$ cat config.mk
export PLATFORM = sky130hd
export DESIGN_NAME = alu_nibble_sequencer_flat
export DESIGN_NICKNAME = d
export VERILOG_FILES = /design/src/rtl/alu_nibble_sequencer_if.sv /design/src/rtl/alu_nibble_sequencer.sv /design/src/flat_wrapper.sv
export SDC_FILE = /design/constraint.sdc
export NUM_CORES = 1
export LEC_CHECK = 0
export BUFFER_PORTS_ARGS = -buffer_cell sky130_fd_sc_hd__buf_2
export CAP_MARGIN = 20
export CORE_MARGIN = 5
export CORE_UTILIZATION = 40
export CTS_BUF_LIST = sky130_fd_sc_hd__clkbuf_16
export DETAILED_ROUTE_END_ITERATION = 12
export PLACE_DENSITY = 0.67
export SYNTH_ARGS = -nofsm -noshare
export SYNTH_HDL_FRONTEND = slang
export SYNTH_SLANG_ARGS = --single-unit
$ cat constraint.sdc
create_clock -name clk -period 2.6 [get_ports clk]
set_clock_uncertainty 0.05 [all_clocks]
set_input_delay 0.39 -clock clk [delete_from_list [all_inputs] [get_ports clk]]
set_output_delay 0.39 -clock clk [all_outputs]
set_load 0.02 [all_outputs]
$ cat src/rtl/alu_nibble_sequencer_if.sv
// Request, response and ALU-side signals of the nibble sequencer.
// The sequencer uses the slave modport; requester/consumer/ALU model uses master.
interface alu_nibble_sequencer_if #(
  parameter int NIBBLES = 4
);
  localparam int W = 4 * NIBBLES;

  logic         req_valid;
  logic         req_ready;
  logic [1:0]   req_sel;
  logic [W-1:0] req_a;
  logic [W-1:0] req_b;
  logic         req_cin;

  logic [1:0]   alu_sel;
  logic [3:0]   alu_a;
  logic [3:0]   alu_b;
  logic         alu_cin;
  logic [3:0]   alu_f;
  logic         alu_cout;

  logic         rsp_valid;
  logic         rsp_ready;
  logic [W-1:0] rsp_f;
  logic         rsp_cout;
  logic         rsp_zero;
  logic         busy;

  modport slave (
    input  req_valid, req_sel, req_a, req_b, req_cin, alu_f, alu_cout, rsp_ready,
    output req_ready, alu_sel, alu_a, alu_b, alu_cin, rsp_valid, rsp_f, rsp_cout,
           rsp_zero, busy
  );

  modport master (
    output req_valid, req_sel, req_a, req_b, req_cin, alu_f, alu_cout, rsp_ready,
    input  req_ready, alu_sel, alu_a, alu_b, alu_cin, rsp_valid, rsp_f, rsp_cout,
           rsp_zero, busy
  );
endinterface

$ cat src/rtl/alu_nibble_sequencer.sv
// Runs a W-bit operation through an external 4-bit ALU, one nibble per cycle,
// LSB first, chaining the carry through a flop. NIBBLES must match the interface.
//
//   state | meaning
//   IDLE  | ready for a request, ALU inputs held at 0
//   RUN   | feeding nibble idx to the ALU, capturing its result and carry
//   DONE  | response presented, waiting for rsp_ready
module alu_nibble_sequencer #(
  parameter int NIBBLES = 4
) (
  input logic                 clk,
  input logic                 rst_n,
  alu_nibble_sequencer_if.slave bus
);
  localparam int W  = 4 * NIBBLES;
  localparam int IW = $clog2(NIBBLES) + 1;

  typedef enum logic [1:0] {IDLE, RUN, DONE} state_t;

  state_t        state;
  logic [IW-1:0] idx;
  logic          carry;
  logic [1:0]    sel_q;
  logic [W-1:0]  a_q;
  logic [W-1:0]  b_q;
  logic [W-1:0]  r_q;
  logic          rsp_valid_q;
  logic          rsp_cout_q;
  logic          rsp_zero_q;

  logic [IW+1:0] sh;
  logic [3:0]    nib_a;
  logic [3:0]    nib_b;
  logic [W-1:0]  r_next;
  logic          run;

  assign run    = (state == RUN);
  assign sh     = {idx, 2'b00};
  assign nib_a  = 4'(a_q >> sh);
  assign nib_b  = 4'(b_q >> sh);
  // Current result with the nibble at idx replaced by the ALU output.
  assign r_next = (r_q & ~(W'(4'hF) << sh)) | (W'(bus.alu_f) << sh);

  assign bus.req_ready = rst_n && (state == IDLE);
  assign bus.busy      = (state != IDLE);
  assign bus.alu_sel   = run ? sel_q : 2'b00;
  assign bus.alu_a     = run ? nib_a : 4'h0;
  assign bus.alu_b     = run ? nib_b : 4'h0;
  assign bus.alu_cin   = run ? carry : 1'b0;
  assign bus.rsp_valid = rsp_valid_q;
  assign bus.rsp_f     = r_q;
  assign bus.rsp_cout  = rsp_cout_q;
  assign bus.rsp_zero  = rsp_zero_q;

  always_ff @(posedge clk) begin
    if (!rst_n) begin
      state       <= IDLE;
      idx         <= '0;
      carry       <= 1'b0;
      sel_q       <= 2'b00;
      a_q         <= '0;
      b_q         <= '0;
      r_q         <= '0;
      rsp_valid_q <= 1'b0;
      rsp_cout_q  <= 1'b0;
      rsp_zero_q  <= 1'b0;
    end else begin
      case (state)
        IDLE: begin
          if (bus.req_valid) begin
            sel_q <= bus.req_sel;
            a_q   <= bus.req_a;
            b_q   <= bus.req_b;
            carry <= bus.req_cin;
            idx   <= '0;
            state <= RUN;
          end
        end
        RUN: begin
          r_q   <= r_next;
          carry <= bus.alu_cout;
          idx   <= idx + IW'(1);
          if (idx == IW'(NIBBLES - 1)) begin
            state       <= DONE;
            rsp_valid_q <= 1'b1;
            rsp_cout_q  <= bus.alu_cout;
            rsp_zero_q  <= (r_next == '0);
          end
        end
        DONE: begin
          if (bus.rsp_ready) begin
            state       <= IDLE;
            rsp_valid_q <= 1'b0;
          end
        end
        default: state <= IDLE;
      endcase
    end
  end
endmodule
$ cat src/flat_wrapper.sv
// flat-port wrapper written by rule: the top's interface ports become plain ports
module alu_nibble_sequencer_flat 
#(
  parameter int NIBBLES = 4
)
  (clk, rst_n, bus_req_valid, bus_req_sel, bus_req_a, bus_req_b, bus_req_cin, bus_alu_f, bus_alu_cout, bus_rsp_ready, bus_req_ready, bus_alu_sel, bus_alu_a, bus_alu_b, bus_alu_cin, bus_rsp_valid, bus_rsp_f, bus_rsp_cout, bus_rsp_zero, bus_busy);
  alu_nibble_sequencer_if #(.NIBBLES(NIBBLES)) bus_i ();
  input logic clk;
  input logic rst_n;
  input wire logic [$bits(bus_i.req_valid)-1:0] bus_req_valid;
  input wire logic [$bits(bus_i.req_sel)-1:0] bus_req_sel;
  input wire logic [$bits(bus_i.req_a)-1:0] bus_req_a;
  input wire logic [$bits(bus_i.req_b)-1:0] bus_req_b;
  input wire logic [$bits(bus_i.req_cin)-1:0] bus_req_cin;
  input wire logic [$bits(bus_i.alu_f)-1:0] bus_alu_f;
  input wire logic [$bits(bus_i.alu_cout)-1:0] bus_alu_cout;
  input wire logic [$bits(bus_i.rsp_ready)-1:0] bus_rsp_ready;
  output wire logic [$bits(bus_i.req_ready)-1:0] bus_req_ready;
  output wire logic [$bits(bus_i.alu_sel)-1:0] bus_alu_sel;
  output wire logic [$bits(bus_i.alu_a)-1:0] bus_alu_a;
  output wire logic [$bits(bus_i.alu_b)-1:0] bus_alu_b;
  output wire logic [$bits(bus_i.alu_cin)-1:0] bus_alu_cin;
  output wire logic [$bits(bus_i.rsp_valid)-1:0] bus_rsp_valid;
  output wire logic [$bits(bus_i.rsp_f)-1:0] bus_rsp_f;
  output wire logic [$bits(bus_i.rsp_cout)-1:0] bus_rsp_cout;
  output wire logic [$bits(bus_i.rsp_zero)-1:0] bus_rsp_zero;
  output wire logic [$bits(bus_i.busy)-1:0] bus_busy;
  assign bus_i.req_valid = bus_req_valid;
  assign bus_i.req_sel = bus_req_sel;
  assign bus_i.req_a = bus_req_a;
  assign bus_i.req_b = bus_req_b;
  assign bus_i.req_cin = bus_req_cin;
  assign bus_i.alu_f = bus_alu_f;
  assign bus_i.alu_cout = bus_alu_cout;
  assign bus_i.rsp_ready = bus_rsp_ready;
  assign bus_req_ready = bus_i.req_ready;
  assign bus_alu_sel = bus_i.alu_sel;
  assign bus_alu_a = bus_i.alu_a;
  assign bus_alu_b = bus_i.alu_b;
  assign bus_alu_cin = bus_i.alu_cin;
  assign bus_rsp_valid = bus_i.rsp_valid;
  assign bus_rsp_f = bus_i.rsp_f;
  assign bus_rsp_cout = bus_i.rsp_cout;
  assign bus_rsp_zero = bus_i.rsp_zero;
  assign bus_busy = bus_i.busy;
  alu_nibble_sequencer #(.NIBBLES(NIBBLES)) u_core (.clk(clk), .rst_n(rst_n), .bus(bus_i));
endmodule
==> metrics.txt, run 1 <==
Num CTS Buffers 9; fraction of registers with async set/reset 0%; status finished, final reports clean; DR iter-0 viols 125; Area Overhead vs Synth 27.52%; worst r2r path cells 6; largest area contributor in the netlist dfxtp_1; register area share after synthesis a little over two fifths; die height about 90 µm; TritonCTS Sinks just under 60; top post-synthesis cells by count 76 x nand2_1, 59 x dfxtp_1, 39 x a21boi_0, 18 x nor2b_1, 17 x a22oi_1; CP cell instances buf_12 -> mux4_2 -> and2b_2 -> buf_2; Critical Path End bus_alu_a[1]; drt wl/cell 14.34 µm; synthesis warning total 0; Slew Limit Fails 0; Final WS setup about 270 ps; crit-path max FO 8; Cell Area, Synth 2691 µm²; Via density roughly 5.1; Die W 92.03 µm; Slew @ Worst Pin 481.5 ps; CTS tree built; Clock Tree Root clkbuf_16; Syn Nets 345; clock transition at the registers of the reported paths 50 ps; TritonRoute pass-1 iters 4; clk_lat worst skew roughly 320 ps; post-synth top area share approximately 44%; IO buf count 75; CP bufs+invs 2; Hold WC Path Type in2reg; reg2reg end u_core.bus.rsp_zero; first-pass GRT wire length approximately 11000 µm; # rows 29; PwrDens 680.8 nW/µm²; Die ar. 8469 µm²; RSZ-0062 raised after global routing false; WHS 266.1 ps; Main synth FF type dfxtp_1; Crit-path slowest cell dfxtp_1; Tot GR Track Use 15.82%; Synth area leaders dfxtp_1 44%, a21boi_0 11%, nand2_1 11%; RD Place Congestion 0.8358; Post-CTS Hold Buffers 0; final hold vios 0; Cell variety after synth 27; CP delay by family, top flip-flops; crit-path max cell delay 540 ps; core area 6459 µm²; residual DRC count 0; worst setup path startpoint u_core.idx[0]; top-count cell post-synth nand2_1; n_diodes 0; critical path depth 4; H-Tree Depth 3; nets 420; Leak 1.497 nW; Worst Path Arrival between 1500 and 2000 ps; Final min period approximately 2300 ps; initial core utilization 41.67%; Crit path required time 2160 ps; share of cells above drive strength 1 approximately 30%; IO Count 76; maximum vdd drop ~0.00036 V; post-CTS setup buffers 0; final wirelength 6495 µm; CTS max path bufs 2; initial antenna violation count 0; Post-Route Setup TNS 0 ps; GRT overflow 0; Layout Cells excl Fill 453; Max Clock Freq between 400 and 500 MHz; Post-CTS Resized 0; register bit total from synthesis slightly below 60; largest net degree at the start of global routing 38; relative slew slack between 60% and 70%; Post-Layout Inst Area 3432 µm²; WS Path Type reg2out; Post-Syn Area per Cell 9.092 µm²; Gate Count Post-Synth ~300; CP Capture Type output pin; via count 2309; Placed Area 3153 µm²; endpoints failing setup 0; worst r2r src u_core.idx[0]; Critical Path Start Type register; Final period util 89.53%; R2R Setup Slk 720 ps; Inst Count DP 437; post-DP HPWL 4657 µm; post-place setup slack 594.1 ps; Max Cap Viol 0; EDFF count, synth 0; Antenna Nets Post-Route 0; vias in the first global route between 2000 and 2500
-- cells in the final DEF (no fill, tap or decap), drive strengths merged, types with 2 or more instances in the layout --
master	n
and3	2
inv	9
a22oi	17
nand3	6
dfxtp	59
clkinv	2
mux4	8
a21boi	39
nor2	8
clkbuf	9
a21oi	3
buf	81
nor2b	18
ha	5
and2	7
and2b	9
nand2	77
o21ai	4
nor3	2
o22ai	3
nor4	2
-- flip-flops by register name, indices dropped and copies added, names as in the netlist --
signal,cells
u_core.idx,3
u_core.bus.rsp_cout,1
u_core.sel_q,2
u_core.a_q,16
u_core.state,2
u_core.bus.rsp_zero,1
u_core.bus.rsp_f,16
u_core.carry,1
u_core.bus.rsp_valid,1
u_core.b_q,16
-- stage by stage --
step | power [mW] | util, %
2_1_floorplan | 1.160 | -
3_3_place_gp | 1.256 | 48.82
3_5_place_dp | 1.258 | 48.82
4_1_cts | 2.362 | 53.14
5_1_grt | 2.431 | 53.14
6_report | 2.337 | 53.14
-- worst min-delay path, cell delays in order --
cell	delay (ps)
buf_2	100
nand2_1	40
a21boi_0	60
-- logic make-up after synthesis --
| kind of cell | after synthesis | share of synthesized area (%) |
|---|---|---|
| mux | 8 | 6.694 |
| compound gates | 68 | 18.50 |
| buf+inv | 22 | 3.673 |
| fa+ha+maj | 5 | 2.325 |
| flops | 59 | 43.89 |
| simple gates | 134 | 24.92 |
-- power by group --
part	switching, mW	leakage (nW)	internal (mW)	total, mW
clock	0.378	0.152	0.720	1.10
combinational	0.143	0.863	0.118	0.261
sequential	0.0283	0.482	0.949	0.978
-- worst min-delay path by stage --
stage,start,endpoint,cells past startpoint,slack (ps)
after global placement,u_core.sel_q[0],u_core.sel_q[0],2,400
final,bus_req_a[15],u_core.a_q[15],3,270
after floorplan,u_core.sel_q[0],u_core.sel_q[0],2,390
after global routing,bus_req_a[11],u_core.a_q[11],3,270
after CTS,bus_req_a[11],u_core.a_q[11],3,260
after detailed placement,u_core.sel_q[1],u_core.sel_q[1],2,400
-- area by class of cell --
| type | instances | area [µm²] |
|---|---|---|
| fillers | 610 | 3027 |
| inverters | 5 | 18.77 |
| well taps | 77 | 96.34 |
| clock buffers | 9 | 225.2 |
| multi-input cells | 215 | 1411 |
| repair buffers | 81 | 445.4 |
| flip-flops and latches | 59 | 1181 |
| clock inverters | 7 | 53.80 |
-- routing by layer --
metal / track usage [%] / share of wire, % / vias up
met5: 0 / 0 / -
met4: 7.550 / 2.2 / 0
met3: 3.682 / 4.6 / 15
met2: 25.18 / 47 / 47
met1: 20.27 / 46 / 1086
li1: - / - / 1161
(Power assumes the default switching activity.)
==> run 2: changes to the inputs <==
- CELL_PAD_IN_SITES_DETAIL_PLACEMENT: unset -> 0
- CELL_PAD_IN_SITES_GLOBAL_PLACEMENT: unset -> 1
- PLACE_DENSITY: 0.67 -> 0.85
==> metrics.txt, run 2 (same netlist as run 1, synthesis figures left out) <==
CP bufs+invs 2; Hold WC Path Type in2reg; Final min period 2379 ps; Final Util 53.31%; Die W ~92 µm; worst r2r src u_core.idx[1]; Final WS setup around 220 ps; # rows 29; Tot GR Track Use 16.57%; Crit path required time 2160 ps; Max Cap Viol 0; crit-path max cell delay 500 ps; Slew Limit Fails 0; share of cells above drive strength 1 30.75%; met1 usage 21.53%; vias in the first global route 2309; crit-path max FO 10; CTS max path bufs 2; CP cell instances buf_4 -> mux4_2 -> and2b_2 -> buf_2; largest net degree at the start of global routing 39; post-DP HPWL 4766 µm; first-pass GRT wire length 11130 µm; via count 2292; Post-Route Setup TNS 0 ps; critical path depth 4; relative slew slack 58.10%; endpoints failing setup 0; clk_lat worst skew 320 ps; Critical Path End bus_alu_b[2]; initial antenna violation count 0; n_diodes 0; core area approximately 6500 µm²; fillers 618; CTS tree built; reg2reg end u_core.bus.rsp_zero; RD Place Congestion 0.8348; IO Count 76; residual DRC count 0; Clock Tree Root clkbuf_16; Post-CTS Resized 0; Crit-path slowest cell mux4_2; drt wl/cell 14.79 µm; TritonCTS Sinks 59; H-Tree Depth 3; grt peak-use layer met2; Slew @ Worst Pin 627.6 ps; IO buf count 75; final wirelength 6670 µm; worst setup path startpoint u_core.idx[0]; Die ar. roughly 8500 µm²; Via density 5.082; area of the multi-input gates 1411 µm²; Final period util 91.51%; R2R Setup Slk 490 ps; Max Clock Freq 420.3 MHz; GRT overflow 0; post-CTS setup buffers 0; status finished, final reports clean; Critical Path Start Type register; maximum vdd drop 0.0004538 V; post-place setup slack between 400 and 500 ps; area occupied by registers 1181 µm²; Antenna Nets Post-Route 0; WS Path Type reg2out; final hold vios 0; Area Overhead vs Synth 27.94%; CP Capture Type output pin; GRT met2 Usage between 20% and 30%; Worst Path Arrival roughly 1900 ps; Post-CTS Hold Buffers 0; nets 418; RSZ-0062 raised after global routing false; worst r2r path cells 5; clock transition at the registers of the reported paths 50 ps; met3 Usage GRT 5.565%; initial core utilization 41.67%; Num CTS Buffers 9; TritonRoute pass-1 iters 4; die height 92.03 µm; commonest non-fill, non-tap cell in the layout nand2_1; PwrDens 718.0 nW/µm²; Leak 1.481 nW; WHS roughly 260 ps; DR iter-0 viols 139; CP delay by family, top multiplexers; most frequent cells in the layout 76 x nand2_1, 75 x buf_2, 59 x dfxtp_1, 39 x a21boi_0, 18 x nor2b_1
-- run 2: changes by cell type in the layout (fill, tap and decap cells not counted), sizes merged --
cell,before,now
clkinv,2,3
clkinvlp,0,2
bufinv,1,2
buf,81,79
inv,9,5
-- run 2: report_power, final --
| group | switching, mW | internal, mW |
|---|---|---|
| clock network | 0.406 | 0.834 |
| registers | 0.0279 | 0.948 |
| logic | 0.143 | 0.114 |
-- run 2: cell type report --
cell class | instances | share of cell area, %
Clock buffer | 9 | 6.541
Multi-Input combinational cell | 215 | 40.99
Clock inverter | 7 | 2.689
Timing Repair Buffer | 79 | 12.14
Sequential cell | 59 | 34.30
Inverter | 5 | 0.5451
Tap cell | 77 | 2.798
-- run 2: worst register-to-register path, cell delays in order, from the launching register on --
cell     delay, ps
dfxtp_1        720
ha_1           270
ha_1           260
nand2_4        100
or3_1          400
o41ai_2        210
-- run 2: layer usage --
metal / part of all wire (%) / vias up
met1: 46 / 1065
met5: 0 / -
li1: - / 1156
met2: 46 / 61
met3: 5.4 / 10
met4: 1.8 / 0
-- run 2: through the flow --
stage                     total power [mW]  instance area, µm²  cells
after floorplan                      1.160                2691    296
after global placement               1.250                3126    435
after detailed placement             1.254                3126    435
after CTS                            2.495                3443    451
after global routing                 2.575                3443    451
final                                2.472                3443    451
-- run 2: worst min path at each step --
stage               startpoint               to  cells after the start
6_report         bus_req_a[13]   u_core.a_q[13]                      3
2_1_floorplan  u_core.sel_q[0]  u_core.sel_q[0]                      2
4_1_cts           bus_req_a[1]    u_core.a_q[1]                      3
3_5_place_dp     u_core.a_q[8]    u_core.a_q[8]                      2
3_3_place_gp     u_core.a_q[7]    u_core.a_q[7]                      2
5_1_grt          bus_req_b[13]   u_core.b_q[13]                      3
